[src/rtl/ctrl_pkg.sv]
// Shared types and constants for the multi-cycle RV control unit:
// FSM state, error codes, opcode constants and instruction field positions.
package ctrl_pkg;

    typedef enum logic [3:0] {
        S_IDLE,
        S_FETCH_ADDR,
        S_FETCH_WAIT,
        S_DECODE,
        S_RS1,
        S_RS2,
        S_IMM,
        S_EXEC,
        S_TRAP
    } state_t;

    typedef enum logic [1:0] {
        ERR_NONE    = 2'd0,
        ERR_ILLEGAL = 2'd1,
        ERR_TIMEOUT = 2'd2
    } err_t;

    localparam logic [6:0] OP_RTYPE = 7'b0110011;
    localparam logic [6:0] OP_ITYPE = 7'b0010011;
    localparam logic [6:0] F7_ADD   = 7'h00;
    localparam logic [6:0] F7_SUB   = 7'h20;
    localparam logic [2:0] F3_ADD   = 3'b000;

    localparam int OPC_LSB = 0;
    localparam int RD_LSB  = 7;
    localparam int F3_LSB  = 12;
    localparam int RS1_LSB = 15;
    localparam int RS2_LSB = 20;
    localparam int F7_LSB  = 25;
    localparam int RF_AW   = 2;

    // One bundle for every datapath control line driven by the FSM.
    typedef struct packed {
        logic             imem_req;
        logic             sel_alu_func;
        logic             ir_en;
        logic             a_en;
        logic             b_en;
        logic             pc_en;
        logic             immgen_bus_en;
        logic             alu_bus_en;
        logic             pc_bus_en;
        logic             rf_bus_en;
        logic             rf_wen;
        logic             rf_ren;
        logic [RF_AW-1:0] rf_addr_sel;
        logic             retire;
    } ctrl_t;

endpackage

[src/rtl/rv_instr_decode.sv]
// Combinational instruction classifier: recognises ADD, SUB and ADDI and
// extracts the truncated register addresses for the 4-entry register file.
module rv_instr_decode
    import ctrl_pkg::*;
(
    input  logic [31:0]      instr,
    output logic             is_rtype,
    output logic             is_itype,
    output logic             is_sub,
    output logic             legal,
    output logic [RF_AW-1:0] rs1,
    output logic [RF_AW-1:0] rs2,
    output logic [RF_AW-1:0] rd
);

    logic [6:0] opcode;
    logic [2:0] funct3;
    logic [6:0] funct7;
    logic       unused_bits;

    assign opcode = instr[OPC_LSB +: 7];
    assign funct3 = instr[F3_LSB +: 3];
    assign funct7 = instr[F7_LSB +: 7];

    assign is_rtype = (opcode == OP_RTYPE) && (funct3 == F3_ADD) &&
                      ((funct7 == F7_ADD) || (funct7 == F7_SUB));
    assign is_itype = (opcode == OP_ITYPE) && (funct3 == F3_ADD);
    assign is_sub   = is_rtype & instr[30];
    assign legal    = is_rtype | is_itype;

    // Upper address bits are dropped: the register file has only 4 entries.
    assign rs1 = instr[RS1_LSB +: RF_AW];
    assign rs2 = instr[RS2_LSB +: RF_AW];
    assign rd  = instr[RD_LSB  +: RF_AW];

    assign unused_bits = ^{instr[RD_LSB+RF_AW +: 3], instr[RS1_LSB+RF_AW +: 3],
                           instr[RS2_LSB+RF_AW +: 3]};

endmodule

[src/rtl/rv_ctrl_unit.sv]
// Multi-cycle control unit for ADD/SUB/ADDI: fetch handshake with timeout,
// decode, operand load, execute/writeback, and a sticky trap state.
module rv_ctrl_unit
    import ctrl_pkg::*;
#(
    parameter int FETCH_TIMEOUT = 16,
    parameter int CNT_W         = 32
) (
    input  logic             clk,
    input  logic             rst_n,
    input  logic             run,
    input  logic [31:0]      instr,
    input  logic             alu_carry,
    output logic             imem_req,
    input  logic             imem_ack,
    output logic             sel_alu_func,
    output logic             ir_en,
    output logic             a_en,
    output logic             b_en,
    output logic             pc_en,
    output logic             immgen_bus_en,
    output logic             alu_bus_en,
    output logic             pc_bus_en,
    output logic             rf_bus_en,
    output logic             rf_wen,
    output logic             rf_ren,
    output logic [1:0]       rf_addr_sel,
    output logic             carry_flag,
    output logic             retire,
    output logic [CNT_W-1:0] retired_cnt,
    output logic [1:0]       err_code
);

    localparam int              TO_W    = (FETCH_TIMEOUT > 2) ? $clog2(FETCH_TIMEOUT) : 1;
    localparam bit              TO_EN   = (FETCH_TIMEOUT != 0);
    localparam logic [TO_W-1:0] TO_LAST = TO_W'(FETCH_TIMEOUT - 1);

    state_t            state;
    err_t              err_q;
    logic [TO_W-1:0]   wait_cnt;
    ctrl_t             ctl;

    logic              is_rtype, is_itype, is_sub, legal;
    logic [RF_AW-1:0]  rs1, rs2, rd;

    rv_instr_decode u_dec (
        .instr    (instr),
        .is_rtype (is_rtype),
        .is_itype (is_itype),
        .is_sub   (is_sub),
        .legal    (legal),
        .rs1      (rs1),
        .rs2      (rs2),
        .rd       (rd)
    );

    always_ff @(posedge clk or negedge rst_n) begin
        if (!rst_n) begin
            state       <= S_IDLE;
            err_q       <= ERR_NONE;
            wait_cnt    <= '0;
            carry_flag  <= 1'b0;
            retired_cnt <= '0;
        end else begin
            case (state)
                S_IDLE:       if (run) state <= S_FETCH_ADDR;
                S_FETCH_ADDR: begin
                    wait_cnt <= '0;
                    state    <= S_FETCH_WAIT;
                end
                S_FETCH_WAIT: begin
                    // An ack in the expiring cycle still completes the fetch.
                    if (imem_ack) begin
                        state <= S_DECODE;
                    end else if (TO_EN && (wait_cnt == TO_LAST)) begin
                        state <= S_TRAP;
                        err_q <= ERR_TIMEOUT;
                    end else begin
                        wait_cnt <= wait_cnt + TO_W'(1);
                    end
                end
                S_DECODE: begin
                    if (legal) begin
                        state <= S_RS1;
                    end else begin
                        state <= S_TRAP;
                        err_q <= ERR_ILLEGAL;
                    end
                end
                S_RS1:        state <= is_itype ? S_IMM : S_RS2;
                S_RS2, S_IMM: state <= S_EXEC;
                S_EXEC: begin
                    carry_flag  <= alu_carry;
                    retired_cnt <= retired_cnt + CNT_W'(1);
                    state       <= run ? S_FETCH_ADDR : S_IDLE;
                end
                S_TRAP:       state <= S_TRAP;
                default:      state <= S_IDLE;
            endcase
        end
    end

    // Moore decode of the control lines; ir_en alone follows the ack so the
    // word is captured in the cycle memory drives it.
    always_comb begin
        ctl = '0;
        case (state)
            S_FETCH_ADDR: begin
                ctl.imem_req  = 1'b1;
                ctl.pc_bus_en = 1'b1;
            end
            S_FETCH_WAIT: begin
                ctl.imem_req = 1'b1;
                ctl.ir_en    = imem_ack;
            end
            S_RS1: begin
                ctl.rf_ren      = 1'b1;
                ctl.rf_bus_en   = 1'b1;
                ctl.rf_addr_sel = rs1;
                ctl.a_en        = 1'b1;
            end
            S_RS2: begin
                ctl.rf_ren      = 1'b1;
                ctl.rf_bus_en   = 1'b1;
                ctl.rf_addr_sel = rs2;
                ctl.b_en        = 1'b1;
            end
            S_IMM: begin
                ctl.immgen_bus_en = 1'b1;
                ctl.b_en          = 1'b1;
            end
            S_EXEC: begin
                ctl.alu_bus_en   = 1'b1;
                ctl.rf_wen       = 1'b1;
                ctl.rf_addr_sel  = rd;
                ctl.retire       = 1'b1;
                ctl.sel_alu_func = is_sub;
            end
            default: ctl = '0;
        endcase
    end

    assign imem_req      = ctl.imem_req;
    assign sel_alu_func  = ctl.sel_alu_func;
    assign ir_en         = ctl.ir_en;
    assign a_en          = ctl.a_en;
    assign b_en          = ctl.b_en;
    assign pc_en         = ctl.pc_en;
    assign immgen_bus_en = ctl.immgen_bus_en;
    assign alu_bus_en    = ctl.alu_bus_en;
    assign pc_bus_en     = ctl.pc_bus_en;
    assign rf_bus_en     = ctl.rf_bus_en;
    assign rf_wen        = ctl.rf_wen;
    assign rf_ren        = ctl.rf_ren;
    assign rf_addr_sel   = ctl.rf_addr_sel;
    assign retire        = ctl.retire;
    assign err_code      = err_q;

endmodule

[config.mk]
export PLATFORM = sky130hd
export DESIGN_NAME = rv_ctrl_unit
export DESIGN_NICKNAME = d
export VERILOG_FILES = /design/src/rtl/ctrl_pkg.sv /design/src/rtl/rv_instr_decode.sv /design/src/rtl/rv_ctrl_unit.sv
export SDC_FILE = /design/constraint.sdc
export NUM_CORES = 1
export LEC_CHECK = 0
export CORE_AREA = 4 4 81 83
export DETAILED_ROUTE_END_ITERATION = 6
export DIE_AREA = 0 0 85 87
export PLACE_DENSITY = 0.72
export SKIP_LAST_GASP = 1
export SLEW_MARGIN = 20
export SYNTH_ARGS = -nofsm -noshare
export SYNTH_HDL_FRONTEND = slang
export SYNTH_SLANG_ARGS = --single-unit
export TNS_END_PERCENT = 5
[constraint.sdc]
create_clock -name clk -period 3.66 [get_ports clk]
set_input_delay 0.732 -clock clk [delete_from_list [all_inputs] [get_ports clk]]
set_output_delay 0.732 -clock clk [all_outputs]
set_load 0.05 [all_outputs]
* Yosys cells after proc, flatten, opt, wreduce, memory -nomap -nowiden
Cells that the tools add are included.
** Storage, ports and cells
- Input bits :: 37
- Bits in registers :: 43
** Operators by class
- Eq/ne operators :: 18
- Bitwise logic cells :: 2
- Reduce and logical (&&, ||, !) cells :: 15
- Add/sub/neg operators :: 2
- Mux-type cells :: 24
** Operator list (number)
- 32-bit by 1-bit adder with 32-bit output, second input constant :: 1
- 4-bit one-hot mux with 8 select lines :: 1
- 4-bit two-way mux :: 6
- 4-bit by 3-bit equality test with 1-bit output, second input constant :: 4
- 7-bit by 6-bit equality test with 1-bit output, second input constant :: 2
- 1-bit two-way mux :: 10
- 2-bit inequality test, second input constant :: 5
- 4-bit by 2-bit equality test with 1-bit output, second input constant :: 2
- 4-bit equality test, second input constant :: 2
- 2-bit two-way mux :: 4
- 4-bit one-hot mux with 2 select lines :: 1
- 7-bit by 5-bit equality test with 1-bit output, second input constant :: 1
- 7-bit logical NOT :: 1
- 2-bit one-hot mux with 3 select lines :: 1
- 2-bit OR reduction :: 3
- 4-bit by 1-bit adder with 4-bit output, second input constant :: 1
- 4-bit by 1-bit equality test with 1-bit output, second input constant :: 1
- 4-bit logical NOT :: 1
- 2-bit one-hot mux with 2 select lines :: 1
- 4-bit AND reduction :: 1
- 2-bit nonzero test :: 2
- 1-bit logical AND :: 3
- 3-bit logical NOT :: 1
- 3-bit inequality test, second input constant :: 1
- other kinds (5) :: 5

* Longest topological paths before layout
- Depth after elaboration :: 6
- Mapped depth :: 6
- Mapped depth without buffers :: 5

* By module
A second synthesis with hierarchy kept.
** Unflattened totals
- Cells, all modules :: 223
- Area total of the unflattened synthesis :: 2284.7 sq um
** By module, submodules not included
- rv_ctrl_unit :: area an instance 2174.6 sq um, times used 1, sequential area each 1076.0 sq um, cells an instance 206
- rv_instr_decode :: area an instance 110.1 sq um, times used 1, sequential area each 0.0 sq um, cells an instance 17

* Worst setup path before layout
No wires, ideal clock.
- Kind :: input-to-output
- Start point :: in instr[6]
- End point :: out sel_alu_func
- Slack :: 636 ps
- Data required time :: 2928 ps
- Arrival :: 2292 ps
- Stages on the path :: 3
- Buffers on the path :: 0
- Path through :: nor4_1 > nand4b_1 > nor3_1
** Between the ends
- Longest elaborated chain between the ends :: 5
** RTL lines
- from (decl) :: line rv_ctrl_unit.sv:12 : input logic [31:0] instr,
- 7-bit by 6-bit equality test with 1-bit output :: line rv_instr_decode.sv:25 : assign is_rtype = (opcode == OP_RTYPE) && (funct3 == F3_ADD) &&
- 1-bit logical AND (2 in series) :: line rv_instr_decode.sv:25
- 1-bit bitwise AND :: line rv_instr_decode.sv:28 : assign is_sub = is_rtype & instr[30];
- 1-bit two-way mux :: line rv_ctrl_unit.sv:107 : case (state)
- to (decl) :: line rv_ctrl_unit.sv:16 : output logic sel_alu_func,
Every way passes these cells.

* Worst setup path in the final report
- Start point :: reg state[2]
- End point :: out a_en
** Between the ends
- Longest elaborated chain between the ends :: 2
** RTL lines
- from (decl) :: line rv_ctrl_unit.sv:38 : state_t state;
- from (signal assigned) :: line rv_ctrl_unit.sv:90 : S_RS1: state <= is_itype ? S_IMM : S_RS2;
- from (signal assigned) :: line rv_ctrl_unit.sv:95 : state <= run ? S_FETCH_ADDR : S_IDLE;
- 4-bit by 3-bit equality test with 1-bit output :: line rv_ctrl_unit.sv:107
- 1-bit two-way mux :: line rv_ctrl_unit.sv:107
- to (decl) :: line rv_ctrl_unit.sv:18 : output logic a_en,
Every way passes these cells.

==> run metrics <==
fraction of the yosys area taken by sequential cells 0.469; area share of the largest cell type after synthesis 0.469; launching point of the worst reg2reg path state[1]; clock sink count 43; Max-cap violations 0; nature of the critical path endpoint primary output; Final setup viols 0; DPL Wire Length 3.83 mm; clock transition at the register clock pins on the worst setup and hold paths after CTS 90 ps; critical path's largest stage delay 880 ps; total standard cell area after synthesis 2290 µm²; global routing met1 resource utilization 0.182; total wire length after detailed routing 5.16 mm; biggest area consumer among synthesized cells dfrtp_1; average detailed-routed wire length per instance 13.5 µm; Die H 87 µm; maximum buffer depth of the clock tree 2; Top Ports 87; total die area 7400 µm²; number of nets in the finished design 345; first-pass GRT wire length 8.64 mm; routing usage on met3 0.0511; Max Fanout on Critical Path 13; final critical path time including I/O delays and setup 3080 ps; async set or reset register ratio after synthesis 1.00; number of core rows 28; root cell of the clock tree clkbuf_8; instance count along the most critical hold path 2; signed area change from the synthesized netlist to the final layout 39.0%; Vias 1942; fraction of layout instances using a drive strength above 1 0.0651; Data required, critical path 2930 ps; antenna fix cells 0; max-slew violations 0; synthesized instance count 234; final hold violation count 0; R2R depth 4; Resized Gates After CTS 0; flop and latch count out of synthesis 43; outcome finished, final reports clean; overflow left after global routing 0; DRC 0; worst reg2reg setup slack 1450 ps; Initial DRC Count 94; final cycle utilization of the critical path 0.841; fill count 529; yosys synthesis warning count 0; placed insts 374; number of buffers added on ports 76; Post-Syn Nets 273; total setup buffers inserted after CTS 0; highest-utilization routing layer at the global route stage met2; endpoint arrival time on the critical path 2340 ps; CP max stage cell clkdlybuf4s50_1; sequential fraction of design power 0.444; most used standard cell by instance count after synthesis dfrtp_1; Main synth FF type dfrtp_1; total negative slack for setup checks 0 ps; per-cell via count in the routed design 5.08; fraction of power spent switching nets 0.328; Antenna Nets Post-Route 0; placeable core region 5850 µm²; critical path startpoint category register; source-to-sink clock delay at the later pin of the worst-skew pair 300 ps; count of hold-fix buffers inserted at cts 0; endpoint of the worst hold-timing path carry_flag; Critical Setup Path Class register to primary output; number of enable-type register cells in the synthesized netlist 0; min-delay worst type register to register; RD Place Congestion 0.732; clock tree from TritonCTS yes; headroom to the max-slew limit 0.357; PwrDens 398 nW/µm²; initial standard-cell utilization of the core 0.392; worst IR drop on VDD 0.214 mV; Unique masters post-synth 42; combinational fraction of design power 0.258; CP Cell Sequence nand2b_1, nor3_1, clkdlybuf4s50_1; startpoint of the most critical hold path carry_flag; clock buffers created by TritonCTS 5; internal power 852 µW; biggest area contributors in the synthesized netlist dfrtp_1 (47%), xor2_1 (8.0%), xnor2_1 (4.2%); die width 85 µm; number of global-route vias before repair 1903; H-tree levels 2; setup repair after global routing missed its margin no; GR Layer Usage met2 0.234; endpoint of the worst-slack reg-to-reg timing path retired_cnt[27]; pin count of the biggest net entering global routing 44; Net Switching 415 µW; total iterations of the first detailed-routing run 4; clock network power share 0.298; standby leakage power 1.42 nW; mean post-synth cell area 9.80 µm²; most frequent cells after synthesis dfrtp_1 (43), nor2_1 (22), nand2_1 (21), xor2_1 (21), nor3_1 (16); slew at the pin closest to its max-slew limit 964 ps; Post-Layout Cell Count 382; post-layout utilization of the core 0.544; Layout Skew 4.57 ps; Fmax 325 MHz; overall routing resource usage 0.145; number of antenna violations at the first check in global routing 0
==> logic make-up after synthesis <==
family,Yosys count,share of synthesized area
other cells,1,0.00164
compound gates,20,0.0557
simple gates,113,0.279
buf+inv,19,0.0420
fa+ha+maj,2,0.0109
mux,4,0.0191
flops,43,0.469
xor+xnor,32,0.122
==> worst max path at each step <==
stage | from | slack (ps) | to | cells past startpoint
final | state[2] | 580 | a_en | 3
after global routing | state[2] | 430 | a_en | 3
after floorplan | instr[6] | 640 | sel_alu_func | 3
after CTS | state[2] | 580 | a_en | 3
after detailed placement | imem_ack | 600 | ir_en | 3
after global placement | imem_ack | 610 | ir_en | 3
==> worst max-delay path, delay by kind of cell (launching register included) <==
family	cells	cell delay, ps
DFF	1	600
buffers and inverters	1	880
and+or+nand+nor	2	560
==> power groups by stage <==
| stage | combinational (mW) | sequential (mW) | clock (mW) |
|---|---|---|---|
| after floorplan | 0.246 | 0.546 | 0 |
| after global placement | 0.321 | 0.570 | 0 |
| after detailed placement | 0.327 | 0.570 | 0 |
| after CTS | 0.328 | 0.561 | 0.388 |
| after global routing | 0.355 | 0.568 | 0.410 |
| final | 0.327 | 0.562 | 0.378 |
==> flip-flops by register name, indices dropped and copies added, names as in the netlist <==
signal and cells:
carry_flag 1, retired_cnt 32, wait_cnt 4, err_code 2, state 4
==> layout make-up <==
class	count	area [µm²]	area share
Clock inverter	3	43.8	0.0137
Multi-Input combinational cell	172	1120	0.352
Clock buffer	5	68.8	0.0216
Timing Repair Buffer	76	753	0.236
Tap cell	75	93.8	0.0295
Inverter	8	30.0	0.00943
Sequential cell	43	1080	0.338
==> per-stage QoR <==
step | area, µm² | hold WS [ps] | power [mW] | worst slack (ps)
after global placement | 3070 | 456 | 0.891 | 610
after CTS | 3190 | 491 | 1.28 | 576
after floorplan | 2290 | 436 | 0.792 | 636
after detailed placement | 3070 | 470 | 0.897 | 600
after global routing | 3190 | 511 | 1.33 | 430
final | 3190 | 486 | 1.27 | 583
==> routing by layer <==
layer / routed length [µm] / vias up
met3: 379 / 5
li1: - / 951
met1: 2350 / 924
met4: 73 / 0
met5: 0 / -
met2: 2360 / 62
==> placed cells by master (no fill, tap or decap), drive strengths merged, types with 2 or more instances in the layout <==
cell and n:
nor4 5, or3 2, nor2b 5, ha 2
clkbuf 5, clkinv 2, o21ai 5, a22oi 2
or4 4, nand2b 3, nor2 22, and3 5
mux2 3, nand2 21, nand3 11, xnor2 11
buf 2, nand4 8, inv 8, xor2 21
nor3 19, a21oi 6, and4 2, clkdlybuf4s50 74
dfrtp 43, a21boi 2, nand4b 2
Note: power is estimated with default switching activity, not from simulation.
